--- src/rtl/systolic_sequencer_if.sv ---
// Handshake and memory-control bundle between the systolic sequencer and its surroundings.
// The master side is the sequencer; the slave side is the host/datapath that answers it.
interface systolic_sequencer_if #(
  parameter int INSTR_W = 4,
  parameter int COL_W   = 8,
  parameter int OADDR_W = 7,
  parameter int PC_W    = 3
);
  logic               ap_start;
  logic               ap_done;
  logic               busy;
  logic               instr_rd_en;
  logic [PC_W-1:0]    instr_addr;
  logic [INSTR_W-1:0] instr_data;
  logic               pe_clr;
  logic               feed_en;
  logic [COL_W-1:0]   col_addr;
  logic               out_wr_en;
  logic [OADDR_W-1:0] out_base;

  modport master (
    input  ap_start, instr_data,
    output ap_done, busy, instr_rd_en, instr_addr, pe_clr,
           feed_en, col_addr, out_wr_en, out_base
  );

  modport slave (
    output ap_start, instr_data,
    input  ap_done, busy, instr_rd_en, instr_addr, pe_clr,
           feed_en, col_addr, out_wr_en, out_base
  );
endinterface

--- src/rtl/systolic_sequencer.sv ---
// Control FSM for the 4x4 systolic matmul: fetch K, clear, feed K columns, drain, commit tile.
// Every output is registered and computed from the next state, so it lines up with the state.
module systolic_sequencer #(
  parameter int NUM_INSTR    = 8,
  parameter int INSTR_W      = 4,
  parameter int COL_W        = 8,
  parameter int OADDR_W      = 7,
  parameter int TILE_WORDS   = 16,
  parameter int DRAIN_CYCLES = 7
) (
  input  logic                 clk,
  input  logic                 rst,
  systolic_sequencer_if.master bus
);
  localparam int PC_W    = $clog2(NUM_INSTR);
  localparam int DRAIN_W = $clog2(DRAIN_CYCLES + 1);

  typedef enum logic [2:0] {
    S_IDLE, S_FETCH, S_WAIT, S_CLEAR, S_FEED, S_DRAIN, S_WRITE, S_DONE
  } state_t;

  state_t             state_q, state_d;
  logic [PC_W-1:0]    pc_q, pc_d;
  logic [PC_W-1:0]    slot_q, slot_d;
  logic [COL_W-1:0]   col_base_q, col_base_d;
  logic [INSTR_W-1:0] k_q, k_d;
  logic [INSTR_W-1:0] feed_q, feed_d;
  logic [DRAIN_W-1:0] drain_q, drain_d;

  logic               ap_done_q, ap_done_d;
  logic               busy_q, busy_d;
  logic               instr_rd_en_q, instr_rd_en_d;
  logic [PC_W-1:0]    instr_addr_q, instr_addr_d;
  logic               pe_clr_q, pe_clr_d;
  logic               feed_en_q, feed_en_d;
  logic [COL_W-1:0]   col_addr_q, col_addr_d;
  logic               out_wr_en_q, out_wr_en_d;
  logic [OADDR_W-1:0] out_base_q, out_base_d;

  always_comb begin
    // NOTE: every signal assigned here gets a default first, so no path can infer a latch.
    state_d    = state_q;
    pc_d       = pc_q;
    slot_d     = slot_q;
    col_base_d = col_base_q;
    k_d        = k_q;
    feed_d     = feed_q;
    drain_d    = drain_q;

    unique case (state_q)
      S_IDLE, S_DONE: begin
        if (bus.ap_start) begin
          state_d    = S_FETCH;
          pc_d       = '0;
          slot_d     = '0;
          col_base_d = '0;
        end
      end
      S_FETCH: state_d = S_WAIT;
      S_WAIT: begin
        k_d     = bus.instr_data;
        state_d = (bus.instr_data == '0) ? S_DONE : S_CLEAR;
      end
      S_CLEAR: begin
        state_d = S_FEED;
        feed_d  = '0;
      end
      S_FEED: begin
        if (feed_q == k_q - INSTR_W'(1)) begin
          state_d = S_DRAIN;
          drain_d = '0;
        end else begin
          feed_d = feed_q + INSTR_W'(1);
        end
      end
      S_DRAIN: begin
        if (drain_q == DRAIN_W'(DRAIN_CYCLES - 1)) state_d = S_WRITE;
        else                                       drain_d = drain_q + DRAIN_W'(1);
      end
      S_WRITE: begin
        col_base_d = col_base_q + COL_W'(k_q);
        slot_d     = slot_q + PC_W'(1);
        pc_d       = pc_q + PC_W'(1);
        state_d    = (pc_q == PC_W'(NUM_INSTR - 1)) ? S_DONE : S_FETCH;
      end
      default: state_d = S_IDLE;
    endcase

    // Outputs follow the state being entered; addresses are zero outside their strobe.
    instr_rd_en_d = (state_d == S_FETCH);
    instr_addr_d  = (state_d == S_FETCH) ? pc_d : '0;
    pe_clr_d      = (state_d == S_CLEAR);
    feed_en_d     = (state_d == S_FEED);
    col_addr_d    = (state_d == S_FEED) ? col_base_d + COL_W'(feed_d) : '0;
    out_wr_en_d   = (state_d == S_WRITE);
    out_base_d    = (state_d == S_WRITE) ? OADDR_W'(slot_d * TILE_WORDS) : '0;
    ap_done_d     = (state_d == S_DONE);
    busy_d        = (state_d != S_IDLE) && (state_d != S_DONE);
  end

  // NOTE: state uses non-blocking assignments so every register samples pre-edge values.
  always_ff @(posedge clk) begin
    if (rst) begin
      state_q       <= S_IDLE;
      pc_q          <= '0;
      slot_q        <= '0;
      col_base_q    <= '0;
      k_q           <= '0;
      feed_q        <= '0;
      drain_q       <= '0;
      ap_done_q     <= 1'b0;
      busy_q        <= 1'b0;
      instr_rd_en_q <= 1'b0;
      instr_addr_q  <= '0;
      pe_clr_q      <= 1'b0;
      feed_en_q     <= 1'b0;
      col_addr_q    <= '0;
      out_wr_en_q   <= 1'b0;
      out_base_q    <= '0;
    end else begin
      state_q       <= state_d;
      pc_q          <= pc_d;
      slot_q        <= slot_d;
      col_base_q    <= col_base_d;
      k_q           <= k_d;
      feed_q        <= feed_d;
      drain_q       <= drain_d;
      ap_done_q     <= ap_done_d;
      busy_q        <= busy_d;
      instr_rd_en_q <= instr_rd_en_d;
      instr_addr_q  <= instr_addr_d;
      pe_clr_q      <= pe_clr_d;
      feed_en_q     <= feed_en_d;
      col_addr_q    <= col_addr_d;
      out_wr_en_q   <= out_wr_en_d;
      out_base_q    <= out_base_d;
    end
  end

  assign bus.ap_done     = ap_done_q;
  assign bus.busy        = busy_q;
  assign bus.instr_rd_en = instr_rd_en_q;
  assign bus.instr_addr  = instr_addr_q;
  assign bus.pe_clr      = pe_clr_q;
  assign bus.feed_en     = feed_en_q;
  assign bus.col_addr    = col_addr_q;
  assign bus.out_wr_en   = out_wr_en_q;
  assign bus.out_base    = out_base_q;
endmodule

--- src/flat_wrapper.sv ---
// flat-port wrapper written by rule: the top's interface ports become plain ports
module systolic_sequencer_flat 
#(
  parameter int NUM_INSTR    = 8,
  parameter int INSTR_W      = 4,
  parameter int COL_W        = 8,
  parameter int OADDR_W      = 7,
  parameter int TILE_WORDS   = 16,
  parameter int DRAIN_CYCLES = 7
)
  (clk, rst, bus_ap_start, bus_instr_data, bus_ap_done, bus_busy, bus_instr_rd_en, bus_instr_addr, bus_pe_clr, bus_feed_en, bus_col_addr, bus_out_wr_en, bus_out_base);
  systolic_sequencer_if #(.INSTR_W(INSTR_W), .COL_W(COL_W), .OADDR_W(OADDR_W)) bus_i ();
  input  logic clk;
  input  logic rst;
  input wire logic [$bits(bus_i.ap_start)-1:0] bus_ap_start;
  input wire logic [$bits(bus_i.instr_data)-1:0] bus_instr_data;
  output wire logic [$bits(bus_i.ap_done)-1:0] bus_ap_done;
  output wire logic [$bits(bus_i.busy)-1:0] bus_busy;
  output wire logic [$bits(bus_i.instr_rd_en)-1:0] bus_instr_rd_en;
  output wire logic [$bits(bus_i.instr_addr)-1:0] bus_instr_addr;
  output wire logic [$bits(bus_i.pe_clr)-1:0] bus_pe_clr;
  output wire logic [$bits(bus_i.feed_en)-1:0] bus_feed_en;
  output wire logic [$bits(bus_i.col_addr)-1:0] bus_col_addr;
  output wire logic [$bits(bus_i.out_wr_en)-1:0] bus_out_wr_en;
  output wire logic [$bits(bus_i.out_base)-1:0] bus_out_base;
  assign bus_i.ap_start = bus_ap_start;
  assign bus_i.instr_data = bus_instr_data;
  assign bus_ap_done = bus_i.ap_done;
  assign bus_busy = bus_i.busy;
  assign bus_instr_rd_en = bus_i.instr_rd_en;
  assign bus_instr_addr = bus_i.instr_addr;
  assign bus_pe_clr = bus_i.pe_clr;
  assign bus_feed_en = bus_i.feed_en;
  assign bus_col_addr = bus_i.col_addr;
  assign bus_out_wr_en = bus_i.out_wr_en;
  assign bus_out_base = bus_i.out_base;
  systolic_sequencer #(.NUM_INSTR(NUM_INSTR), .INSTR_W(INSTR_W), .COL_W(COL_W), .OADDR_W(OADDR_W), .TILE_WORDS(TILE_WORDS), .DRAIN_CYCLES(DRAIN_CYCLES)) u_core (.clk(clk), .rst(rst), .bus(bus_i));
endmodule
--- config.mk ---
export PLATFORM = sky130hd
export DESIGN_NAME = systolic_sequencer_flat
export DESIGN_NICKNAME = d
export VERILOG_FILES = /design/src/rtl/systolic_sequencer_if.sv /design/src/rtl/systolic_sequencer.sv /design/src/flat_wrapper.sv
export SDC_FILE = /design/constraint.sdc
export NUM_CORES = 1
export LEC_CHECK = 0
export ABC_AREA = 1
export CAP_MARGIN = 20
export CORE_ASPECT_RATIO = 0.6
export CORE_UTILIZATION = 57
export CTS_BUF_LIST = sky130_fd_sc_hd__clkbuf_4
export CTS_CLUSTER_DIAMETER = 120
export CTS_CLUSTER_SIZE = 8
export DETAILED_ROUTE_END_ITERATION = 10
export PLACE_DENSITY_LB_ADDON = 0.08
export SLEW_MARGIN = 20
export SYNTH_ARGS = -nofsm -noshare
export SYNTH_HDL_FRONTEND = slang
export SYNTH_SLANG_ARGS = --single-unit
--- constraint.sdc ---
create_clock -name clk -period 3.69 [get_ports clk]
set_clock_uncertainty 0.2 [all_clocks]
set_input_delay 0.9225 -clock clk [delete_from_list [all_inputs] [get_ports clk]]
set_output_delay 0.9225 -clock clk [all_outputs]
set_load 0.005 [all_outputs]
==> metrics, run 1 <==
status finished clean; post-synthesis async set-or-reset flop share 0; I/O Buffers 26; Peak VDD IR 0.000297 V; Final Total Pwr roughly 1.3 mW; PwrDens ~440 nW/um^2; Syn Std Cell Area between 2000 and 3000 sq um; Internal 827 uW; Tcrit/Tclk final 0.880; DR iter-0 viols 95; first-pass GRT wire length approximately 8500 um; Hold/Removal Path Class flop to flop; Routed wire per std cell around 12 um; Initial DRT Pass Iterations 4; yosys synthesis warning count 0; Post-Syn Instances 345; clock sink total 48; placed insts 427; IO Count 31; Syn Area/Cell 7.27 sq um; GRT Residual Overflow 0; total core area around 4200 sq um; CP endpoint kind flop; final number of setup-violating endpoints 0; diode count 0; Num CTS Buffers 5; most common cell after layout, fill and taps aside nand2_1; Psw 435 uW; Final Wtd Congestion roughly 0.91; hpwl dp 3930 um; Min Hold Slack 0.310 ns; most frequent cells in the layout 71 x nand2_1, 50 x nor2_1, 48 x dfxtp_1; row cnt 18; sequential power share 0.468; fmax between 0.3 and 0.4 GHz; Sw Ratio 0.344; die height 53.4 um; CP Launch Type flop; Final Hold Viols 0; Synth area leader dfxtp_1; crit path max fanout 4; clock root cell clkbuf_4; top cells by area, synth dfxtp_1 38%, nand2_1 11%, ha_1 7.5%; Clk network pwr share 0.237; initial antenna violation count 0; WS Path Type flop to flop; Post-Layout Cell Count ~440; die area approximately 4700 sq um; Final ANT Viol Nets 0; starting density of the core 0.602; H-tree levels 2; die width about 88 um; Synth top area share 0.383; CTS clk-pin slew, worst paths roughly 0.13 ns; Post-synth top flop dfxtp_1; largest net degree at the start of global routing 26; Area Overhead vs Synth 15.1%; share of post-route cells with drive strength above 1 0.0853; CTS tree done; Setup Total Neg Slack 0 ns; Static Leak roughly 1.3 nW; DR vias/cell about 5; # DRC 0; vias in the first global route 1913; min Tclk post-route 3.25 ns; unrepaired setup endpoints after global routing false; Synth Register Bits 48; logic gate share of total power 0.295; via count 2182; Final Max Slew Viols 0; GRT Total Usage 0.247; fin nets 398; Post-synth EDFFs 0; WP data required 3.78 ns; critical path arrival 3.34 ns; max cap viols 0; post-layout util 0.693; clk buf depth 2; library cells used by synthesis 33; register area share after synthesis 0.383; routed wire length ~5200 um; clock latency on the worst-skew pair between 0.3 and 0.4 ns
## metrics by stage
stage | cell area (sq um) | worst slack (ns)
detailed placement | 2810 | 0.163
finish | 2890 | 0.443
global route | 2890 | 0.0342
CTS | 2880 | 0.357
floorplan | 2520 | 0.767
global placement | 2810 | 0.220
## kinds of logic after synthesis
kind of cell,synth area share
and+or+nand+nor,0.310
AOI/OAI and AO/OA,0.0858
xor gates and xnor gates,0.0279
DFF,0.383
buffers and inverters,0.101
other,0.00149
adders and majority gates,0.0908
## routing by layer
metal | track usage | vias to the layer above | wire, um
met5 | 0 | - | 0
met4 | 0.0519 | 0 | 19
met3 | 0.0640 | 2 | 240
met2 | 0.400 | 47 | 2180
met1 | 0.334 | 983 | 2730
li1 | - | 1150 | -
## Yosys cell counts, drive strengths merged, types with 2 or more instances
cell type / count
dfxtp: 48
xnor2: 3
nor3: 6
buf: 6
nand3: 31
xor2: 5
clkbuf: 3
fa: 2
a21oi: 19
nor2: 54
nand4: 5
o21ai: 10
inv: 48
clkinv: 2
ha: 15
nand2: 78
a22oi: 4
## power by group through the flow
stage	Clock [mW]	Combinational [mW]	Sequential (mW)
after floorplan	0	0.285	0.595
after global placement	0	0.359	0.601
after detailed placement	0	0.367	0.602
after CTS	0.308	0.369	0.590
after global routing	0.327	0.414	0.594
final	0.299	0.373	0.591
## timing repair
action	in CTS	in global routing
hold buffers	0	0
setup endpoints to repair	0	2
setup buffers	0	0
resized for setup	0	2
## worst max-delay path: stages, from the launching register on
cell and delay, ns:
dfxtp_1 0.41, inv_1 0.11, ha_1 0.29, xor2_1 0.14, o21ai_0 0.07, nor2_1 0.09
nand2_1 0.12, nand2_1 0.11, o21ai_0 0.09, nand2_1 0.09, inv_1 0.06, ha_1 0.16
inv_1 0.06, fa_1 0.42, o31ai_2 0.31, inv_1 0.09, nor2_1 0.14, nand3_1 0.08
a21oi_1 0.15
## layout make-up
class                      count  area [sq um]
clock buffer                   5          37.5
clock inverter                 3          37.5
fill                         370          1280
inverter                      50           189
multi-input combinational    241          1310
sequential                    48           961
tap                           60          75.1
timing repair buffer          28           275
## flip-flops by register name, summed over array words and instances, names as in the netlist
register / count
u_core.bus.pe_clr: 1
u_core.k_q: 4
u_core.bus.out_wr_en: 1
u_core.drain_q: 3
u_core.bus.out_base: 3
u_core.feed_q: 4
u_core.bus.feed_en: 1
u_core.state_q: 3
u_core.bus.ap_done: 1
u_core.bus.instr_rd_en: 1
u_core.bus.busy: 1
u_core.slot_q: 3
u_core.col_base_q: 8
u_core.bus.col_addr: 8
u_core.bus.instr_addr: 3
u_core.pc_q: 3
## final timing paths
kind	from	endpoint	slack (ns)	depth (start not counted)
hold reg to reg	u_core.col_base_q[2]	u_core.col_base_q[2]	0.31	2
setup / recovery	u_core.k_q[1]	u_core.bus.col_addr[6]	0.44	18
setup reg to reg	u_core.k_q[1]	u_core.bus.col_addr[6]	0.44	18
hold / removal	u_core.col_base_q[2]	u_core.col_base_q[2]	0.31	2
No activity file was read; power rests on OpenSTA's default activity.
==> run 2: changes to the inputs <==
Settings changed: CAP_MARGIN 20 to default, CORE_UTILIZATION 57 to 23, CTS_BUF_LIST sky130_fd_sc_hd__clkbuf_4 to default.
==> run 2 against run 1 <==
Sequential share of layout area is 2.3 points lower. Routed wire length is 15% higher. Sequential power hardly changed. Largest cell class unchanged. Cell count is 19% higher. Clock power is 81% higher. Total power is 20% higher. First-iteration DRC count is 29% higher. Hold slack worse by 0.017 ns. Combinational power is 2% higher. Cell area is 7.3% higher.
==> metrics, run 2 (synthesis gave the netlist of run 1 again) <==
DR vias/cell about 4.0; R2R Path End u_core.bus.col_addr[6]; starting density of the core 0.237; PwrDens 489 nW/um^2; IO Count 31; clock root cell clkbuf_16; DR iter-0 viols approximately 120; Worst Hold Depth 2; clk buf depth 2; largest net degree at the start of global routing 16; Final ANT Viol Nets 0; clock sink total 48; max cap viols 0; DR top layer met4; unrepaired setup endpoints after global routing false; I/O Buffers 26; post-CTS setup buffers 0; # DRC 0; Hold Crit Start u_core.col_base_q[2]; crit path max fanout 4; WS Path Type flop to flop; Setup Total Neg Slack 0 ns; initial antenna violation count 0; post-layout util 0.292; die area roughly 11000 sq um; Area Overhead vs Synth 23.5%; min Tclk post-route 3.29 ns; routed wire length between 5000 and 6000 um; total core area 10600 sq um; Static Leak 1.40 nW; GRT Residual Overflow 0; die height approximately 83 um; clock latency on the worst-skew pair approximately 0.29 ns; CP endpoint kind flop; GRT Total Usage 0.117; critical path arrival 3.31 ns; Initial DRT Pass Iterations 4; Final Wtd Congestion between 0.7 and 0.8; DR WL met2 2080 um; vias in the first global route 1948; WL met3 a little over 300 um; Peak VDD IR approximately 0.00016 V; Worst R2R Start u_core.k_q[0]; crit path launch u_core.k_q[0]; final worst slack approximately 0.40 ns; die width ~140 um; CP Launch Type flop; H-tree levels 2; fmax roughly 0.3 GHz; worst hold path endpoint u_core.col_base_q[2]; most common cell after layout, fill and taps aside nand2_1; M1 wire length roughly 3500 um; most frequent cells in the layout 71 x nand2_1, 50 x nor2_1, 48 x dfxtp_1; Num CTS Buffers 5; WP data required around 3.7 ns; Hold/Removal Path Class flop to flop; status finished clean; share of post-route cells with drive strength above 1 0.0928; Slew @ Worst Pin roughly 0.59 ns; Slew HR 0.603; via count 2088; Final Hold Viols 0; final number of setup-violating endpoints 0; Final Max Slew Viols 0; worst slack, placed 0.120 ns; first-pass GRT wire length about 10000 um; R2R Setup Slk between 0.4 and 0.5 ns; row cnt 29; Routed wire per std cell roughly 12 um; R2R depth 18; Tcrit/Tclk final 0.892; fin nets 400; CTS clk-pin slew, worst paths roughly 0.070 ns; diode count 0; CTS tree done; hpwl dp between 4000 and 5000 um
run 2: metrics by stage:
stage	instances	cell area, sq um	hold WS (ns)	power, mW
2_1_floorplan	348	2520	0.264	0.880
3_3_place_gp	508	2920	0.287	0.995
3_5_place_dp	508	2920	0.284	0.988
4_1_cts	516	3100	0.295	1.55
5_1_grt	516	3100	0.324	1.62
6_report	516	3100	0.294	1.51
run 2: how the worst max path moves through the flow:
stage / endpoint / slack (ns) / depth (start not counted)
global placement: u_core.bus.col_addr[6] / 0.19 / 14
floorplan: u_core.bus.col_addr[6] / 0.77 / 18
detailed placement: u_core.bus.col_addr[6] / 0.12 / 14
CTS: u_core.bus.col_addr[6] / 0.33 / 17
finish: u_core.bus.col_addr[6] / 0.40 / 18
global route: u_core.bus.col_addr[6] / 0.05 / 18
run 2: area by class of cell:
type / instances / area [sq um]
flip-flops and latches: 48 / 961
clock inverters: 2 / 38.8
repair buffers: 30 / 290
fillers: 1169 / 7500
well taps: 139 / 174
multi-input cells: 241 / 1310
clock buffers: 6 / 139
inverters: 50 / 189
run 2: routing by layer:
metal | up-vias | track usage
li1 | 1152 | -
met3 | 4 | 0.0360
met4 | 0 | 0.0390
met1 | 893 | 0.178
met5 | - | 0
met2 | 39 | 0.150
run 2: what timing repair did:
item | 4_1_cts | 5_1_grt
resized for setup | 0 | 1
endpoints found under the setup margin | 0 | 2
hold buffers | 0 | 0
run 2: power by group:
part | internal, mW | total [mW] | leakage, nW | switching [mW]
combinational | 0.144 | 0.381 | 0.929 | 0.237
clock | 0.340 | 0.542 | 0.0871 | 0.203
sequential | 0.554 | 0.590 | 0.388 | 0.0368
run 2: critical path, cell delays in order, from the launching register on:
cell and delay (ns):
dfxtp_1 0.38, inv_1 0.11, ha_1 0.32, xor2_1 0.14
o21ai_0 0.07, nor2_1 0.09, nand2_1 0.13, nand2_1 0.12
o21ai_0 0.09, nand2_1 0.09, inv_1 0.06, ha_1 0.16
inv_1 0.05, fa_1 0.41, o31ai_1 0.33, inv_1 0.09
nor2_1 0.14, nand3_1 0.08, a21oi_1 0.16
